[src/rtl/mpu_violation_handler.sv]
// rtl/mpu_violation_handler.sv - MPU violation latch, counter, interrupt and sticky lockout
module mpu_violation_handler #(
  parameter int LOCK_THRESHOLD = 8,
  parameter int CNT_W          = 8
) (
  input  logic        clk,
  input  logic        rst_n,
  input  logic        acc_valid,
  input  logic        violation,
  input  logic [31:0] acc_addr,
  input  logic        acc_write,
  input  logic        acc_exec,
  input  logic        acc_priv,
  input  logic        reg_sel,
  input  logic        reg_we,
  input  logic [3:0]  reg_off,
  input  logic [31:0] reg_wdata,
  input  logic        reg_priv,
  output logic [31:0] reg_rdata,
  output logic        irq,
  output logic        lockout
);

  typedef enum logic [1:0] {IDLE, PENDING, LOCKED} state_t;

  localparam logic [31:0] THR = LOCK_THRESHOLD;

  state_t           state, state_nxt;
  logic [CNT_W-1:0] cnt, cnt_nxt;
  logic [31:0]      fault_addr;
  logic [2:0]       fault_info;
  logic             overflow;
  logic             ev, clr, hit, capture;
  logic [31:0]      rd_mux;

  assign ev      = acc_valid & violation;
  assign clr     = reg_sel & reg_we & reg_priv & (reg_off == 4'h0) & reg_wdata[0];
  assign cnt_nxt = (cnt == {CNT_W{1'b1}}) ? cnt : cnt + CNT_W'(1);
  assign hit     = (THR != 32'd0) && (32'(cnt_nxt) >= THR);
  // A clear coinciding with an event re-arms on the new fault rather than dropping it
  assign capture = ev & ((state == IDLE) | ((state == PENDING) & clr));

  always_ff @(posedge clk or negedge rst_n) begin
    if (!rst_n) state <= IDLE;
    else        state <= state_nxt;
  end

  always_comb begin
    state_nxt = state;
    case (state)
      IDLE:    if (ev) state_nxt = hit ? LOCKED : PENDING;
      PENDING: begin
        if (ev)       state_nxt = hit ? LOCKED : PENDING;
        else if (clr) state_nxt = IDLE;
      end
      LOCKED:  state_nxt = LOCKED;
      default: state_nxt = IDLE;
    endcase
  end

  always_comb begin
    irq     = (state != IDLE);
    lockout = (state == LOCKED);
  end

  always_ff @(posedge clk or negedge rst_n) begin
    if (!rst_n) begin
      cnt        <= '0;
      fault_addr <= '0;
      fault_info <= '0;
      overflow   <= 1'b0;
    end else begin
      if (ev) cnt <= cnt_nxt;
      if (capture) begin
        fault_addr <= acc_addr;
        fault_info <= {acc_priv, acc_exec, acc_write};
      end
      if (state == PENDING) begin
        if (ev)       overflow <= ~clr;
        else if (clr) overflow <= 1'b0;
      end
    end
  end

  always_comb begin
    rd_mux = 32'd0;
    case (reg_off)
      4'h0: rd_mux = {29'd0, state == LOCKED, overflow, state != IDLE};
      4'h4: rd_mux = fault_addr;
      4'h8: rd_mux = {29'd0, fault_info};
      4'hC: rd_mux = 32'(cnt);
      default: rd_mux = 32'd0;
    endcase
  end

  // Registered read port samples pre-event state; idle cycles return 0
  always_ff @(posedge clk or negedge rst_n) begin
    if (!rst_n)                  reg_rdata <= 32'd0;
    else if (reg_sel && !reg_we) reg_rdata <= rd_mux;
    else                         reg_rdata <= 32'd0;
  end

endmodule

[config.mk]
export PLATFORM = sky130hd
export DESIGN_NAME = mpu_violation_handler
export DESIGN_NICKNAME = d
export VERILOG_FILES = /design/src/rtl/mpu_violation_handler.sv
export SDC_FILE = /design/constraint.sdc
export NUM_CORES = 1
export LEC_CHECK = 0
export BUFFER_PORTS_ARGS = -buffer_cell sky130_fd_sc_hd__buf_4
export CORE_AREA = 2 2 88 90
export CTS_CLUSTER_DIAMETER = 120
export DETAILED_ROUTE_END_ITERATION = 7
export DIE_AREA = 0 0 90 92
export PLACE_DENSITY = 0.72
export RECOVER_POWER = 25
export SLEW_MARGIN = 10
export SYNTH_ARGS = -nofsm -noshare
export SYNTH_HDL_FRONTEND = slang
export SYNTH_SLANG_ARGS = --single-unit
[constraint.sdc]
create_clock -name clk -period 1.6 [get_ports clk]
set_input_delay 0.16 -clock clk [delete_from_list [all_inputs] [get_ports clk]]
set_output_delay 0.16 -clock clk [all_outputs]
set_load 0.01 [all_outputs]
* Yosys cells after proc, flatten, opt, wreduce, memory -nomap -nowiden
Index checks and enable logic that the tools add are counted.
** Operators by class
- Add/subtract/negate cells :: 1
- $lt $le $gt $ge :: 1
- Eq/ne operators :: 8
- Mux-type cells :: 10
- Bitwise gates (word level) :: 9
- Reduce and logical (&&, ||, !) cells :: 8
** Operator list (count)
- $pmux 32 s4 :: 1
- $mux 32 :: 1
- $add 8x1->8 const B :: 1
- $eq 4x4->1 const B :: 2
- $eq 8x8->1 const B :: 1
- $ge 8x4->1 const B :: 1
- $mux 2 :: 4
- $mux 8 :: 1
- $and 1x1->1 :: 7
- $pmux 2 s3 :: 1
- $eq 4x3->1 const B :: 1
- $logic_not 4->1 :: 1
- $reduce_and 2->1 :: 2
- $reduce_bool 2->1 :: 2
- $ne 3x3->1 const B :: 1
- $eq 2x1->1 const B :: 1
- $eq 2x2->1 const B :: 1
- $logic_not 2->1 :: 1
- $mux 1 :: 2
- $ne 2x2->1 const B :: 1
- $logic_and 1x1->1 :: 1
- $logic_not 1->1 :: 1
- $not 1->1 :: 1
- $or 1x1->1 :: 1
** Storage, ports and cells
- Bits in registers :: 78
- Output and inout bits :: 34
- Word-level logic and storage cells :: 43

* Logic depth before layout (Yosys ltp)
- Depth in word-level cells :: 7
- Mapped depth :: 6
- Mapped depth without buffers :: 5

* Worst setup path before layout
Ideal clock, no wire load.
- Path type :: input to register
- Start :: input port reg_off[2]
- End :: register fault_addr[0]
- Arrival :: 1.528 ns
- Data required time :: 1.475 ns
- Slack :: -0.053 ns
- Stages :: 6
- Path through :: buf_6 or4_4 o21ai_4 nand2_4 buf_12 mux2_4
** On the way
- Longest elaborated chain between the ends :: 6
** Ends and longest elaborated chain
- start, declared :: line 16 : input logic [3:0] reg_off,
- $logic_not 4->1 :: line 37 : assign clr = reg_sel & reg_we & reg_priv & (reg_off == 4'h0) & reg_wdata[0];
- $and 1x1->1 (2 in a row) :: line 37
- $and 1x1->1 :: line 41 : assign capture = ev & ((state == IDLE) | ((state == PENDING) & clr));
- $or 1x1->1 :: line 41
- $and 1x1->1 :: line 41
- end signal, assigned :: line 75 : fault_addr <= acc_addr;
- end, declared :: line 30 : logic [31:0] fault_addr;
Every way passes these cells.
A chain may end at the register's enable or synchronous reset.

* Worst setup path after layout
- Start :: register state[1]
- End :: register reg_rdata[0]
** On the way
- Longest elaborated chain between the ends :: 3
** Ends and longest elaborated chain
- start, declared :: line 28 : state_t state, state_nxt;
- start signal, assigned :: line 45 : else state <= state_nxt;
- $reduce_bool 2->1 :: line 88 : 4'h0: rd_mux = {29'd0, state == LOCKED, overflow, state != IDLE};
- $pmux 32 s4 :: line 87 : case (reg_off)
- $mux 32 :: line 99 : else if (reg_sel && !reg_we) reg_rdata <= rd_mux;
- end signal, assigned :: line 99
- end, declared :: line 19 : output logic [31:0] reg_rdata,
Every way passes these cells.

==> impl_metrics.prom <==
# TYPE chip_impl_metric gauge
chip_impl_metric{name="n_fill_cell",unit=""} 627
chip_impl_metric{name="fin_setup_tns",unit="ns"} 0
chip_impl_metric{name="async_flop_share",unit="%"} 100
chip_impl_metric{name="total_power",unit="mW"} 6.13
chip_impl_info{name="mostFrequentLayoutCells",value="94 x sky130_fd_sc_hd__buf_4, 77 x sky130_fd_sc_hd__dfrtp_1, 30 x sky130_fd_sc_hd__mux2_4, 26 x sky130_fd_sc_hd__and2_1, 14 x sky130_fd_sc_hd__nor2_1"} 1
chip_impl_metric{name="synth_fp_nets",unit=""} 300
chip_impl_metric{name="placementRows",unit=""} 32
chip_impl_metric{name="crit_path_cell_count",unit=""} 3
chip_impl_metric{name="timing.hold.worst_path_depth",unit=""} 2
chip_impl_metric{name="globalplace.congestion",unit=""} 0.814
chip_impl_metric{name="grt_antenna_before_repair",unit=""} 0
chip_impl_metric{name="max-slew-margin-rel",unit="%"} 43.5
chip_impl_metric{name="grt_pass1_vias",unit=""} 2091
chip_impl_metric{name="layout_worst_path_cycle_share",unit="%"} 93.3
chip_impl_metric{name="avgRoutedWirePerCell",unit="um"} 14.1
chip_impl_metric{name="io_buffers",unit=""} 80
chip_impl_metric{name="drt.antenna.violating_nets",unit=""} 0
chip_impl_metric{name="worst_skew_pair.late_latency",unit="ns"} 0.34
chip_impl_metric{name="syn_avg_cell_area",unit="sq um"} 14.5
chip_impl_metric{name="tritoncts.num_buffers",unit=""} 9
chip_impl_metric{name="die_width",unit="um"} 90
chip_impl_metric{name="gr-total-overflow",unit=""} 0
chip_impl_info{name="cts_tree",value="done"} 1
chip_impl_metric{name="max_freq",unit="GHz"} 0.670
chip_impl_metric{name="grt_pass1_wl",unit="um"} 10100
chip_impl_metric{name="viasPerCell",unit=""} 4.70
chip_impl_metric{name="synth-edff-count",unit=""} 0
chip_impl_info{name="cp-start-kind",value="flip-flop"} 1
chip_impl_metric{name="post_synth_instance_area",unit="sq um"} 3210
chip_impl_info{name="timing.critical_path.from",value="state[1]"} 1
chip_impl_metric{name="cts_sinks",unit=""} 78
chip_impl_metric{name="drt_pre_antenna_iters",unit=""} 4
chip_impl_info{name="worstReg2RegEnd",value="reg_rdata[0]"} 1
chip_impl_metric{name="hold_viol_final",unit=""} 0
chip_impl_metric{name="cells_after_synthesis",unit=""} 221
chip_impl_metric{name="synthDistinctLibCells",unit=""} 37
chip_impl_metric{name="rrSetupSlack",unit="ns"} 0.11
chip_impl_metric{name="num-nets-final",unit=""} 403
chip_impl_metric{name="cts_setup_buffers",unit=""} 0
chip_impl_metric{name="initial_utilization",unit="%"} 43.1
chip_impl_metric{name="dp_hpwl",unit="um"} 4380
chip_impl_info{name="layout_commonest_cell",value="sky130_fd_sc_hd__buf_4"} 1
chip_impl_metric{name="final_core_utilization",unit="%"} 57.6
chip_impl_metric{name="pre_cts_ws",unit="ns"} -0.117
chip_impl_info{name="hold_crit_path_type",value="in2reg"} 1
chip_impl_metric{name="core_area",unit="sq um"} 7450
chip_impl_metric{name="cp_max_fo",unit=""} 5
chip_impl_metric{name="ys_seq_area_share",unit="%"} 60.7
chip_impl_metric{name="critical_path_required",unit="ns"} 1.83
chip_impl_info{name="rsz0062_at_grt",value="false"} 1
chip_impl_info{name="endpoint_type_of_the_worst_setup_path",value="flip-flop"} 1
chip_impl_metric{name="power-per-cell-area",unit="nW/um^2"} 1430
chip_impl_metric{name="post-route-drc-count",unit=""} 0
chip_impl_metric{name="worst-endpoint-arrival",unit="ns"} 1.73
chip_impl_metric{name="place.detailed.instances",unit=""} 414
chip_impl_metric{name="hold-worst-slack",unit="ns"} 0.0382
chip_impl_metric{name="layout-drive-gt1-share",unit="%"} 49.8
chip_impl_info{name="run_status",value="completed"} 1
chip_impl_metric{name="cts.htree.levels",unit=""} 3
chip_impl_metric{name="r2r_cells",unit=""} 3
chip_impl_metric{name="maxSlewViolCount",unit=""} 0
chip_impl_metric{name="static-leakage-power",unit="nW"} 2.18
chip_impl_metric{name="clk_path_buf_depth",unit=""} 2
chip_impl_metric{name="post_layout_nonfiller_instances",unit=""} 431
chip_impl_metric{name="design.die.area",unit="sq um"} 8280
chip_impl_info{name="timing_worst_setup_path_type",value="reg2reg"} 1
chip_impl_metric{name="worst_clock_skew",unit="ns"} 0.00725
chip_impl_info{name="synth_flop_cell",value="sky130_fd_sc_hd__dfrtp_1"} 1
chip_impl_info{name="holdPathEnd",value="fault_addr[29]"} 1
chip_impl_metric{name="first_iter_violations",unit=""} 102
chip_impl_metric{name="syn_to_final_growth",unit="%"} 33.4
chip_impl_info{name="critPathTopFamily",value="multiplexers"} 1
chip_impl_metric{name="ys_warn_count",unit=""} 0
chip_impl_metric{name="slowest_delay",unit="ns"} 0.49
chip_impl_metric{name="tightestPinTransition",unit="ns"} 0.848
chip_impl_metric{name="placed_cell_area",unit="sq um"} 4050
chip_impl_metric{name="drt_wl_total",unit="um"} 6080
chip_impl_metric{name="final-setup-viol-count",unit=""} 0
chip_impl_info{name="r2r_start",value="state[1]"} 1
chip_impl_metric{name="critical_path_buf_inv_count",unit=""} 0
chip_impl_metric{name="pin_count",unit=""} 112
chip_impl_metric{name="num_antenna_cells",unit=""} 0
chip_impl_metric{name="worst_ir_drop_vdd",unit="V"} 0.000753
chip_impl_metric{name="largest_net_degree_at_the_start_of_global_routing",unit=""} 34
chip_impl_metric{name="fin_ws",unit="ns"} 0.108
chip_impl_info{name="worst_hold_startpoint",value="acc_addr[29]"} 1
chip_impl_metric{name="timing.max_cap.violations",unit=""} 0
chip_impl_info{name="cell_breakdown_of_the_critical_path",value="or2_2 -> mux4_1 -> and2_1"} 1
chip_impl_metric{name="detailed_route_via_count",unit=""} 2025
chip_impl_metric{name="post-route-min-period",unit="ns"} 1.49
chip_impl_info{name="critical_path.slowest_cell",value="sky130_fd_sc_hd__mux4_1"} 1
chip_impl_metric{name="cts_clock_pin_slew_for_the_worst_setup_and_hold_paths",unit="ns"} 0.08
chip_impl_info{name="cts_root_buffer",value="sky130_fd_sc_hd__clkbuf_8"} 1
chip_impl_metric{name="postSynthRegisterBits",unit=""} 78
chip_impl_metric{name="groute.usage.overall",unit="%"} 16.0
chip_impl_metric{name="final_area",unit="sq um"} 4290
chip_impl_metric{name="die_h",unit="um"} 92
## layout make-up
cell class | count | area, sq um | share of cell area, %
Inverter | 2 | 7.51 | 0.175
Tap cell | 102 | 128 | 2.98
Clock buffer | 10 | 128 | 2.98
Sequential cell | 78 | 1950 | 45.6
Multi-Input combinational cell | 133 | 1180 | 27.6
Clock inverter | 6 | 86.3 | 2.01
Timing Repair Buffer | 100 | 801 | 18.7
## cells by family after synthesis
logic type	count (synthesis)	share of synthesized area, %
flops	78	60.7
simple gates	66	11.6
mux	48	20.5
compound gates	16	3.31
buf+inv	10	2.92
xor+xnor	2	0.545
fa+ha+maj	1	0.389
## power by group
group	switching (mW)	internal, mW	leakage [nW]
clock network	0.695	0.876	0.106
logic	0.569	1.10	1.08
registers	0.349	2.54	0.997
## repair_timing
action                     in CTS  in global routing
gates resized for setup         0                  5
setup endpoints to repair       0                  5
hold endpoints to repair       31                  0
hold buffers                    1                  0
## state kept, by name, summed over array words and instances (netlist names)
register and cells:
overflow 1, reg_rdata 32, state 2, fault_info 3
fault_addr 32, cnt 8
## routing by layer
metal	vias up	share of wire [%]	GRT usage [%]
met5	-	0	0
met4	0	2.7	9.36
met3	12	4.2	3.29
met2	56	47	23.7
met1	985	46	21.8
li1	972	-	-
## worst reg2reg max path: stages, from the launching register on
cell                      delay (ns)
sky130_fd_sc_hd__dfrtp_1        0.42
sky130_fd_sc_hd__or2_2          0.31
sky130_fd_sc_hd__mux4_1         0.49
sky130_fd_sc_hd__and2_1         0.17
## Yosys cell counts, types with 2 or more instances
cell                       number  area (sq um)
sky130_fd_sc_hd__o21a_1         2          15.0
sky130_fd_sc_hd__nand3_1        4          20.0
sky130_fd_sc_hd__o21ai_0        2          10.0
sky130_fd_sc_hd__nand2_1        7          26.3
sky130_fd_sc_hd__a21oi_1        7          35.0
sky130_fd_sc_hd__nand2b_1       2          12.5
sky130_fd_sc_hd__mux2i_1        7          70.1
sky130_fd_sc_hd__nor2_1        14          52.6
sky130_fd_sc_hd__clkbuf_1       3          11.3
sky130_fd_sc_hd__dfrtp_1       78          1950
sky130_fd_sc_hd__nand4_1        3          18.8
sky130_fd_sc_hd__and2_1        26           163
sky130_fd_sc_hd__inv_1          2          7.51
sky130_fd_sc_hd__buf_12         3          60.1
sky130_fd_sc_hd__mux2_4        30           450
sky130_fd_sc_hd__mux2_2        10           113
## worst max-delay path by stage
stage,end
3_5_place_dp,fault_addr[17]
3_3_place_gp,fault_addr[18]
4_1_cts,cnt[1]
6_report,reg_rdata[0]
5_1_grt,state[0]
2_1_floorplan,cnt[1]
(Power assumes the default switching activity.)
